==> config.mk <==
export PLATFORM = sky130hd
export DESIGN_NAME = line_buffer_3x3_flat
export DESIGN_NICKNAME = d
export VERILOG_FILES = /design/src/rtl/conv_pkg.sv /design/src/rtl/line_buffer_3x3_if.sv /design/src/rtl/lb_line_delay.sv /design/src/rtl/line_buffer_3x3.sv /design/src/flat_wrapper.sv
export SDC_FILE = /design/constraint.sdc
export NUM_CORES = 1
export LEC_CHECK = 0
export CAP_MARGIN = 20
export CORE_AREA = 2 2 126 128
export CTS_CLUSTER_DIAMETER = 100
export DETAILED_ROUTE_END_ITERATION = 6
export DIE_AREA = 0 0 128 130
export DONT_BUFFER_PORTS = 1
export PLACE_DENSITY_LB_ADDON = 0.1
export REMOVE_ABC_BUFFERS = 1
export SLEW_MARGIN = 15
export SYNTH_ARGS = -nofsm -noshare
export SYNTH_HDL_FRONTEND = slang
export SYNTH_HIERARCHICAL = 1
export SYNTH_SLANG_ARGS = --single-unit
==> constraint.sdc <==
create_clock -name clk -period 9.37 [get_ports clk]
set_input_delay 0.937 -clock clk [delete_from_list [all_inputs] [get_ports clk]]
set_output_delay 0.937 -clock clk [all_outputs]
set_load 0.05 [all_outputs]
==> src/rtl/conv_pkg.sv <==
// conv_pkg -- shared definitions for the line buffer and the convolution stage.
//
// Contents:
//   PIX_W, KSIZE, WIN_W : pixel width, kernel size and packed window width
//   lb_state_t          : line buffer fill/stream state
//   win_idx(r, c)       : LSB position of window element (r,c) inside a packed window
package conv_pkg;

    localparam int PIX_W = 8;
    localparam int KSIZE = 3;
    localparam int WIN_W = KSIZE * KSIZE * PIX_W;

    // FILL: fewer than two complete lines are stored, no window can be valid.
    // STREAM: rows 0 and 1 of the window come from the line delays.
    typedef enum logic {
        FILL   = 1'b0,
        STREAM = 1'b1
    } lb_state_t;

    // Element (r,c) sits at bits [win_idx(r,c) +: PIX_W]; p00 is the LSB byte.
    function automatic int win_idx(input int r, input int c);
        return (KSIZE * r + c) * PIX_W;
    endfunction

endpackage

==> src/rtl/line_buffer_3x3_if.sv <==
// line_buffer_3x3_if -- pixel stream in, 3x3 window stream out.
//
// Handshake: in_valid alone qualifies in_pix and in_sof; there is no ready,
// every cycle with in_valid=1 transfers one pixel. win_valid qualifies win for
// exactly one cycle; frame_done pulses for one cycle with the last window.
//
// Signals:
//   in_valid, in_sof, in_pix  : source -> line buffer
//   win, win_valid, frame_done: line buffer -> sink
//   dbg_state                 : current fill/stream state (observation only)
// Modports: master (pixel source / window sink), slave (line buffer).
interface line_buffer_3x3_if;
    import conv_pkg::*;

    logic               in_valid;
    logic               in_sof;
    logic [PIX_W-1:0]   in_pix;
    logic [WIN_W-1:0]   win;
    logic               win_valid;
    logic               frame_done;
    lb_state_t          dbg_state;

    modport master (
        output in_valid, in_sof, in_pix,
        input  win, win_valid, frame_done, dbg_state
    );

    modport slave (
        input  in_valid, in_sof, in_pix,
        output win, win_valid, frame_done, dbg_state
    );

endinterface

==> src/rtl/lb_line_delay.sv <==
// lb_line_delay -- one image line of pixel storage addressed by column.
//
// Ports:
//   clk     : clock
//   we      : write wr_data at addr on the rising edge
//   addr    : column index
//   wr_data : pixel written
//   rd_data : combinational read of addr (returns the value before this cycle's write)
//
// Storage is intentionally not reset; the line buffer refills it before use.
module lb_line_delay #(
    parameter int DEPTH = 4,
    parameter int W     = 8,
    parameter int AW    = $clog2(DEPTH)
) (
    input  logic         clk,
    input  logic         we,
    input  logic [AW-1:0] addr,
    input  logic [W-1:0]  wr_data,
    output logic [W-1:0]  rd_data
);

    logic [W-1:0] mem [DEPTH];

    always_ff @(posedge clk) begin
        if (we) begin
            mem[addr] <= wr_data;
        end
    end

    assign rd_data = mem[addr];

endmodule

==> src/rtl/line_buffer_3x3.sv <==
// line_buffer_3x3 -- turns a raster pixel stream into 3x3 neighbourhood windows.
//
// Ports:
//   clk  : clock, rising edge
//   rst  : asynchronous active-high reset
//   bus  : line_buffer_3x3_if.slave (in_valid/in_sof/in_pix in,
//          win/win_valid/frame_done/dbg_state out)
//
// Parameters: IMG_WIDTH, IMG_HEIGHT (3..1024).
// Build option: define LINE_BUFFER_OUT_REG_EN to add one output register stage
// on win, win_valid and frame_done (2-cycle latency instead of 1).
//
// Two cascaded line delays hold rows row-1 and row-2 at each column. Every
// accepted pixel shifts a 3x3 register left and appends {row-2, row-1, new}
// as the right column. The published window register only loads when the
// shifted window is complete and inside one line, so win holds between windows.
module line_buffer_3x3
    import conv_pkg::*;
#(
    parameter int IMG_WIDTH  = 4,
    parameter int IMG_HEIGHT = 4
) (
    input  logic              clk,
    input  logic              rst,
    line_buffer_3x3_if.slave  bus
);

    localparam int CW = $clog2(IMG_WIDTH);
    localparam int RW = $clog2(IMG_HEIGHT);
    localparam logic [CW-1:0] COL_LAST = CW'(IMG_WIDTH - 1);
    localparam logic [RW-1:0] ROW_LAST = RW'(IMG_HEIGHT - 1);

    logic [CW-1:0]    col, col_e;
    logic [RW-1:0]    row, row_e;
    lb_state_t        state, state_e;
    logic             col_last, row_last, fill_done, win_ok;
    logic [PIX_W-1:0] line1_rd, line0_rd;
    logic [WIN_W-1:0] sh, sh_next;
    logic [WIN_W-1:0] win_c;
    logic             win_valid_c, frame_done_c;

    // A start-of-frame pixel overrides the counters: it is (0,0) in FILL.
    always_comb begin
        col_e   = col;
        row_e   = row;
        state_e = state;
        if (bus.in_sof) begin
            col_e   = '0;
            row_e   = '0;
            state_e = FILL;
        end
    end

    assign col_last  = (col_e == COL_LAST);
    assign row_last  = (row_e == ROW_LAST);
    assign fill_done = (row_e == RW'(1)) && col_last;
    // Columns 0 and 1 of a line would pull in pixels from the previous line.
    assign win_ok    = (state_e == STREAM) && (col_e >= CW'(2));

    // line1 holds row-1; its old contents cascade into line0 as row-2.
    lb_line_delay #(.DEPTH(IMG_WIDTH), .W(PIX_W)) u_line1 (
        .clk     (clk),
        .we      (bus.in_valid),
        .addr    (col_e),
        .wr_data (bus.in_pix),
        .rd_data (line1_rd)
    );

    lb_line_delay #(.DEPTH(IMG_WIDTH), .W(PIX_W)) u_line0 (
        .clk     (clk),
        .we      (bus.in_valid),
        .addr    (col_e),
        .wr_data (line1_rd),
        .rd_data (line0_rd)
    );

    always_comb begin
        sh_next = sh;
        for (int r = 0; r < KSIZE; r++) begin
            for (int c = 0; c < KSIZE - 1; c++) begin
                sh_next[win_idx(r, c) +: PIX_W] = sh[win_idx(r, c + 1) +: PIX_W];
            end
        end
        sh_next[win_idx(0, 2) +: PIX_W] = line0_rd;
        sh_next[win_idx(1, 2) +: PIX_W] = line1_rd;
        sh_next[win_idx(2, 2) +: PIX_W] = bus.in_pix;
    end

    always_ff @(posedge clk or posedge rst) begin
        if (rst) begin
            col          <= '0;
            row          <= '0;
            state        <= FILL;
            sh           <= '0;
            win_c        <= '0;
            win_valid_c  <= 1'b0;
            frame_done_c <= 1'b0;
        end else begin
            win_valid_c  <= 1'b0;
            frame_done_c <= 1'b0;
            if (bus.in_valid) begin
                sh    <= sh_next;
                state <= state_e;
                row   <= row_e;
                col   <= col_e + CW'(1);
                if (win_ok) begin
                    win_c       <= sh_next;
                    win_valid_c <= 1'b1;
                end
                if (col_last) begin
                    col <= '0;
                    if (row_last) begin
                        row          <= '0;
                        state        <= FILL;
                        frame_done_c <= 1'b1;
                    end else begin
                        row <= row_e + RW'(1);
                        if (fill_done) begin
                            state <= STREAM;
                        end
                    end
                end
            end
        end
    end

    assign bus.dbg_state = state;

`ifdef LINE_BUFFER_OUT_REG_EN
    logic [WIN_W-1:0] win_q;
    logic             win_valid_q, frame_done_q;

    always_ff @(posedge clk or posedge rst) begin
        if (rst) begin
            win_q        <= '0;
            win_valid_q  <= 1'b0;
            frame_done_q <= 1'b0;
        end else begin
            win_q        <= win_c;
            win_valid_q  <= win_valid_c;
            frame_done_q <= frame_done_c;
        end
    end

    assign bus.win        = win_q;
    assign bus.win_valid  = win_valid_q;
    assign bus.frame_done = frame_done_q;
`else
    assign bus.win        = win_c;
    assign bus.win_valid  = win_valid_c;
    assign bus.frame_done = frame_done_c;
`endif

endmodule

==> src/flat_wrapper.sv <==
// flat-port wrapper written by rule: the top's interface ports become plain ports
module line_buffer_3x3_flat import conv_pkg::*;
#(
    parameter int IMG_WIDTH  = 4,
    parameter int IMG_HEIGHT = 4
)
  (clk, rst, bus_in_valid, bus_in_sof, bus_in_pix, bus_win, bus_win_valid, bus_frame_done, bus_dbg_state);
  line_buffer_3x3_if bus_i ();
  input  logic clk;
  input  logic rst;
  input wire logic [$bits(bus_i.in_valid)-1:0] bus_in_valid;
  input wire logic [$bits(bus_i.in_sof)-1:0] bus_in_sof;
  input wire logic [$bits(bus_i.in_pix)-1:0] bus_in_pix;
  output wire logic [$bits(bus_i.win)-1:0] bus_win;
  output wire logic [$bits(bus_i.win_valid)-1:0] bus_win_valid;
  output wire logic [$bits(bus_i.frame_done)-1:0] bus_frame_done;
  output wire logic [$bits(bus_i.dbg_state)-1:0] bus_dbg_state;
  assign bus_i.in_valid = bus_in_valid;
  assign bus_i.in_sof = bus_in_sof;
  assign bus_i.in_pix = bus_in_pix;
  assign bus_win = bus_i.win;
  assign bus_win_valid = bus_i.win_valid;
  assign bus_frame_done = bus_i.frame_done;
  assign bus_dbg_state = bus_i.dbg_state;
  line_buffer_3x3 #(.IMG_WIDTH(IMG_WIDTH), .IMG_HEIGHT(IMG_HEIGHT)) u_core (.clk(clk), .rst(rst), .bus(bus_i));
endmodule
## Word level (Yosys, flattened, before mapping)

Memory sizes are Yosys's and may differ from the RTL's.
Index checks and enable logic that the tools add are counted.

- Bits in registers: 151
- RAM bits: 64
- Input bits: 12
- Output and inout port bits: 75
- Memories kept: 2

Memories:

| memory | words | bits a word | rd ports | clocked after memory_dff | write ports | line | text |
|---|---|---|---|---|---|---|---|
| u_core.u_line0.mem | 4 | 8 | 1 | 0 | 1 | lb_line_delay.sv:23 | `logic [W-1:0] mem [DEPTH];` |
| u_core.u_line1.mem | 4 | 8 | 1 | 0 | 1 | lb_line_delay.sv:23 |  |

- $add $sub $neg: 2
- $lt $le $gt $ge: 1
- Eq/ne operators: 3
- Muxes and demuxes: 16
- Reduce and logical (&&, ||, !) cells: 3

Operators by type and width:

| cell | number |
|---|---|
| $mux W1 | 11 |
| $mux W2 | 5 |
| $add A2 B1 Y2 const B | 2 |
| $eq A2 B2 Y1 const B | 2 |
| $eq A2 B1 Y1 const B | 1 |
| $ge A2 B2 Y1 const B | 1 |
| $logic_and A1 B1 Y1 | 2 |
| $reduce_and A2 Y1 | 1 |

## Depth between registers and ports, before layout

Gate-level depths: netlist of run 1.

- Depth in word-level cells: 6
- Mapped depth: 5
- Gate-level depth less buffers: 5

## Cells and area by module

Netlist of run 1, hierarchy kept.

Modules (own cells, without submodules):

| module | instances | cells an instance | area an instance (µm²) | sequential area each (µm²) |
|---|---|---|---|---|
| line_buffer_3x3 | 1 | 283 | 5132.4 | 3178.0 |
| lb_line_delay | 2 | 46 | 1199.9 | 960.9 |

## Least setup slack after synthesis of run 1

No wires, ideal clock.

- Kind: in2reg
- From: input port bus_in_sof
- To: memory u_core.u_line0.mem[0][0], enable pin
- Arrival: 2062 ps
- Required time: 8985 ps
- Slack: 6923 ps
- Stages: 3
- Buffers on the path: 1
- Path through: and2b_1 > buf_6 > nor3b_1

- Longest elaborated chain between the ends: 1

RTL lines:

| item | line | text |
|---|---|---|
| from (decl) | flat_wrapper.sv:12 | `input wire logic [$bits(bus_i.in_sof)-1:0] bus_in_sof;` |
| $mux W2 | line_buffer_3x3.sv:47 | `if (bus.in_sof) begin` |
| to (decl) | lb_line_delay.sv:23 |  |

Every way passes these cells.

## Worst setup path in the final report of run 1

- From: input port bus_in_sof
- To: register u_core.win_c[47], in the netlist u_core/bus.win[47]

RTL lines:

| item | line | text |
|---|---|---|
| $mux W2 | line_buffer_3x3.sv:47 |  |
| $mem_v2 Z4 W8 | - |  |
| net u_core.line1_rd[7] | line_buffer_3x3.sv:37 | `logic [PIX_W-1:0] line1_rd, line0_rd;` |
| to (signal assigned) | line_buffer_3x3.sv:107 | `win_c <= sh_next;` |
| to (decl) | line_buffer_3x3.sv:39 | `logic [WIN_W-1:0] win_c;` |

The timed path passes the listed nets, and every way through them passes these cells.
A chain may end at the register's enable or synchronous reset.

==> impl_metrics.toml, run 1 <==
[synth]
yosys.area.top_type = "dfrtp_1"
synth.area.top_cells = "dfrtp_1 (42%), edfxtp_1 (26%), mux2_4 (14%)"
ys_ff_latch = 191
yosysWarnings = 6
ys_seq_area_frac = 0.677
synth-edff-count = 64
synth_top_area_frac = 0.422
ys.flop_type = "dfrtp_1"
syn_inst = 375
ys_types = 24
syn_avg_cell_area_um2 = 20.1
syn_area_um2 = 7530
ys_async_sr_fraction = 0.665

[place]
portBuffers = 0
gp_congestion = 0.702
hpwl_um = 7020

[critical_path]
crit_chain = "and2b_1 -> mux4_1 -> mux2_4"
crit_start = "bus_in_sof"
r2r_end = "u_core/bus.win[11]$_DFFE_PP0P_"
path_class = "in2reg"
crit_required_ns = 9.68
crit_arrival_ns = 2.63
r2r-start = "u_core/bus.dbg_state$_DFFE_PP0P_"
path_max_fanout = 25
cp-start-kind = "input port"
r2r_cells = 3
cp-endpoint = "u_core/bus.win[47]$_DFFE_PP0P_"
reg2reg_slack_ns = 7.19
crit_path_top_delay_cell = "and2b_1"
max_stage_delay_ns = 0.86
end_kind = "register"

[die]
fp.dieH_um = 130
core_area_um2 = 15400
start_util = 0.488
ioPinCount = 87
die_w_um = 128
num_rows = 46
dieArea_um2 = 16600

[sta]
finalCriticalPeriod_ns = 2.32
setup_viol = 0
min_period_over_period = 0.248
final.setup.tns_ns = 0
holdWs_ns = 0.413
drv_slew = 0
rsz0062_at_grt = "no"
max_freq_mhz = 430
finClkSkew_ns = 0.00962
relSlewSlack = 0.318
worstMarginPinSlew_ns = 1.02
hold_viol_final = 0

[pwr]
switchingPower_mw = 0.491
pwr-share-clk = 0.350
power_frac_seq = 0.567
max-vdd-ir-drop_v = 0.000140
finalPower_mw = 1.91
combPwrFrac = 0.083
p_leak_nw = 3.63
switching_share = 0.258
p_int_mw = 1.42
cellPowerDensity_nw_per_um2 = 234

[clock_network]
cts_root_buffer = "clkbuf_16"
clockBufferDepth = 2
insertion_delay_ns = 0.42
cts_resized = 0
cts_sinks = 191
cts_max_level = 4
post_cts_buffers = 0
path_clk_slew_ns = 0.07
cts_inserted_buffers = 17
cts_hold_buf = 0
cts_tree = "yes"

[global_routing]
antenna_found_initial = 0
grt_max_degree = 70
track_usage = 0.153
grt_pass1_vias = 3429
grt_pass1_wl_um = 19100
gr-total-overflow = 0

[cells_and_area]
nets = 395
nFillCells = 1248
drive_above_1_share = 0.448
n_antenna_cell = 0
multi_input_area_um2 = 2220
final_common_cell = "dfrtp_1"
syn2layout_area_growth_pct = 8.22
seq_area_um2 = 5100
layout_common_cells = "dfrtp_1 (127), mux2_4 (69), edfxtp_1 (64)"

[run_status]
status = "completed"

[route]
drtAntennaViolNets = 0
vias_per_cell = 5.52
vias = 3229
wirelength_um = 11800
drt_first_pass_iters = 4
wl_per_cell_um = 20.1
route.detailed.drc = 0
drt_iter0_drc = 203

[job]
maxCapViolCount = 0

[hold_path]
hold_class = "in2async"
-- through the flow --
stage / instances / setup WS, ns / cell area (um2) / utilization
after floorplan: 357 / 3.77 / 7320 / -
after global placement: 553 / 6.43 / 7590 / 0.492
after detailed placement: 553 / 6.30 / 7590 / 0.492
after CTS: 585 / 6.76 / 8140 / 0.528
after global routing: 585 / 6.98 / 8150 / 0.528
final: 585 / 7.05 / 8150 / 0.528
-- per-layer routing --
metal	up-vias	global-route usage	wire length, um
met5	-	0	0
met4	0	0.0621	184
met3	13	0.0570	637
met2	74	0.235	5670
met1	1727	0.199	5290
li1	1415	-	-
-- final cells by class --
cell class,instances,area share
inverters,3,0.00200
repair buffers,4,0.00368
clock buffers,18,0.0526
flip-flops and latches,191,0.626
well taps,192,0.0295
clock inverters,14,0.0146
multi-input cells,163,0.272
-- kinds of logic (layout without fill, tap and decap cells) --
family                     after synthesis  in the layout  synth area share
adders and majority gates                3              3           0.00498
DFF                                    191            191             0.677
buffers and inverters                   21             39            0.0299
muxes                                  137            137             0.265
and+or+nand+nor                         17             17            0.0173
AOI/OAI and AO/OA                        6              6           0.00565
-- synthesized netlist by cell type (3+ instances only) --
cell type and instances:
buf_2 8, and2b_1 3, buf_12 7, and3b_2 4
mux2_4 69, inv_1 3, edfxtp_1 64, mux4_2 12
mux4_1 4, ha_1 3, mux2_2 52, buf_6 3
dfrtp_1 127
-- power by group through the flow --
stage / logic (mW) / registers, mW / clock network [mW]
after floorplan: 0.133 / 1.08 / 0
after global placement: 0.155 / 1.10 / 0
after detailed placement: 0.162 / 1.10 / 0
after CTS: 0.162 / 1.08 / 0.691
after global routing: 0.174 / 1.09 / 0.726
final: 0.158 / 1.08 / 0.667
-- critical path: cells and delay by family --
family / cells / cell delay (ns)
AND/OR/NAND/NOR: 1 / 0.86
multiplexers: 2 / 0.83
-- state kept, by name, summed over array words and instances, names as in the netlist --
name	count
u_core/bus.dbg_state	1
u_core/bus.frame_done	1
u_core/bus.win	72
u_core/bus.win_valid	1
u_core/col	2
u_core/row	2
u_core/sh	48
u_core/u_line0/mem	32
u_core/u_line1/mem	32
-- worst min path at each step --
| stage | cells past startpoint | endpoint |
|---|---|---|
| floorplan | 1 | u_core/row[0]$_DFFE_PP0P_ |
| CTS | 1 | u_core/bus.win[51]$_DFFE_PP0P_ |
| detailed placement | 1 | u_core/row[1]$_DFFE_PP0P_ |
| global placement | 1 | u_core/row[0]$_DFFE_PP0P_ |
| global route | 1 | u_core/sh[61]$_DFFE_PP0P_ |
| finish | 1 | u_core/sh[61]$_DFFE_PP0P_ |
(Power assumes the default switching activity.)
==> run 2: changes to the inputs <==
Clock period 9.37 ns to 2.2 ns, I/O delays scaled along.
==> impl_metrics.toml, run 2 (synthesis results as in run 1) <==
[run_status]
status = "completed"

[place]
place_ws_ns = 0.352
gp_congestion = 0.665
portBuffers = 0
placedCellCount = 560
hpwl_um = 7120

[critical_path]
crit_arrival_ns = 2.15
max_stage_delay_ns = 0.67
crit_path_top_delay_cell = "mux4_1"
crit_required_ns = 2.51
path_max_fanout = 25
path_class = "reg2reg"
cp-start-kind = "register"
r2r_cells = 4
crit_chain = "and2b_1 -> buf_12 -> mux4_1 -> mux2_4"
end_kind = "register"

[cells_and_area]
nets = 415
drive_above_1_share = 0.429
n_antenna_cell = 0
nFillCells = 1223
syn2layout_area_growth_pct = 11.4
layout_common_cells = "dfrtp_1 (127), mux2_4 (69), edfxtp_1 (64)"
layoutNonFillerInstCount = 605
final_common_cell = "dfrtp_1"
largest_register_ff_count = 72

[sta]
worstMarginPinSlew_ns = 0.617
setup_viol = 0
rsz0062_at_grt = "no"
relSlewSlack = 0.588
min_period_over_period = 0.838
finalCriticalPeriod_ns = 1.84
max_freq_mhz = 542
finClkSkew_ns = 0.00619
hold_viol_final = 0
drv_slew = 0
setup_ws_ns = 0.357

[pwr]
p_leak_nw = 3.76
cellPowerDensity_nw_per_um2 = 987
max-vdd-ir-drop_v = 0.000540
switching_share = 0.248
pwr-share-clk = 0.353
combPwrFrac = 0.091
switchingPower_mw = 2.05
p_int_mw = 6.23
power_frac_seq = 0.556

[clock_network]
cts_inserted_buffers = 17
post_cts_buffers = 0
cts_tree = "yes"
cts_sinks = 191
insertion_delay_ns = 0.42
cts_max_level = 4
clockBufferDepth = 2
path_clk_slew_ns = 0.06
cts_root_buffer = "clkbuf_16"

[global_routing]
gr-total-overflow = 0
grt_pass1_vias = 3577
track_usage = 0.161
antenna_found_initial = 0
grt_pass1_wl_um = 19900
grt_max_degree = 66

[job]
maxCapViolCount = 0

[die]
dieArea_um2 = 16600
start_util = 0.488
num_rows = 46
fp.dieH_um = 130
core_area_um2 = 15400
die_w_um = 128
ioPinCount = 87

[hold_path]
min_path_cells = 2
hold_class = "in2reg"

[route]
vias_per_cell = 5.44
vias = 3293
wl_per_cell_um = 20.3
drt_iter0_drc = 161
drtAntennaViolNets = 0
route.detailed.drc = 0
drt_first_pass_iters = 4
wirelength_um = 12300
==> run 2: cell types whose count changed in the layout (fill, tap and decap cells not counted), moves of 2 or more <==
cell / delta
clkinvlp_4: -2
clkbuf_8: +2
clkinv_4: -3
dlygate4sd3_1: +12
clkbuf_1: +3
inv_6: -2
clkinvlp_2: -3
clkinv_2: +2
nor3b_1: +2
clkinv_1: +2
nor3b_2: -2
buf_4: +4
buf_12: +3
==> run 2: timing repair <==
action	CTS	global route
endpoints found under the hold margin	150	0
resized for setup	0	0
hold buffers	13	0
endpoints found under the setup margin	0	0
==> run 2: cell type report <==
cell class / instances / area [um2] / share of cell area
Inverter: 3 / 16.3 / 0.00194
Tap cell: 192 / 240 / 0.0286
Multi-Input combinational cell: 163 / 2210 / 0.263
Clock buffer: 23 / 468 / 0.0558
Clock inverter: 9 / 92.6 / 0.0110
Timing Repair Buffer: 24 / 268 / 0.0319
Sequential cell: 191 / 5100 / 0.608
==> run 2: metrics by stage <==
| stage | area [um2] | hold WS (ns) | power (mW) | setup TNS (ns) | util |
|---|---|---|---|---|---|
| after CTS | 8390 | 0.00253 | 8.40 | 0 | 0.544 |
| final | 8390 | 0.0243 | 8.28 | 0 | 0.544 |
| after global placement | 7680 | 0.202 | 5.35 | 0 | 0.498 |
| after global routing | 8390 | 0.0284 | 8.63 | 0 | 0.544 |
| after floorplan | 7320 | 0.305 | 5.17 | -404.46 | - |
| after detailed placement | 7680 | 0.222 | 5.39 | 0 | 0.498 |
==> run 2: final timing paths <==
| path | endpoint | slack [ns] | from |
|---|---|---|---|
| setup / recovery | u_core/bus.win[47]$_DFFE_PP0P_ | 0.36 | u_core/col[0]$_DFFE_PP0P_ |
| hold / removal | u_core/bus.dbg_state$_DFFE_PP0P_ | 0.02 | bus_in_valid |
| setup reg to reg | u_core/bus.win[47]$_DFFE_PP0P_ | 0.36 | u_core/col[0]$_DFFE_PP0P_ |
| hold reg to reg | u_core/row[0]$_DFFE_PP0P_ | 0.50 | u_core/row[0]$_DFFE_PP0P_ |
| max in group asynchronous | u_core/bus.win[17]$_DFFE_PP0P_ | 1.13 | rst |
| min in group asynchronous | u_core/bus.win[53]$_DFFE_PP0P_ | 0.39 | rst |
==> run 2: per-layer routing <==
layer | track usage | wire length (um) | vias up
met4 | 0.0718 | 234 | 0
met2 | 0.252 | 5880 | 75
met5 | 0 | 0 | -
met3 | 0.0558 | 642 | 13
met1 | 0.207 | 5540 | 1739
li1 | - | - | 1466
==> run 2: power groups by stage <==
stage / Combinational [mW] / Sequential, mW / Clock (mW)
after floorplan: 0.565 / 4.60 / 0
after global placement: 0.682 / 4.67 / 0
after detailed placement: 0.706 / 4.69 / 0
after CTS: 0.766 / 4.62 / 3.02
after global routing: 0.821 / 4.66 / 3.15
final: 0.749 / 4.61 / 2.92
==> run 2: worst max-delay path: cells and delay by family (launching register included) <==
kind	cells	cell delay [ns]
buf+inv	1	0.21
flops	1	0.34
mux	2	0.97
simple gates	1	0.20
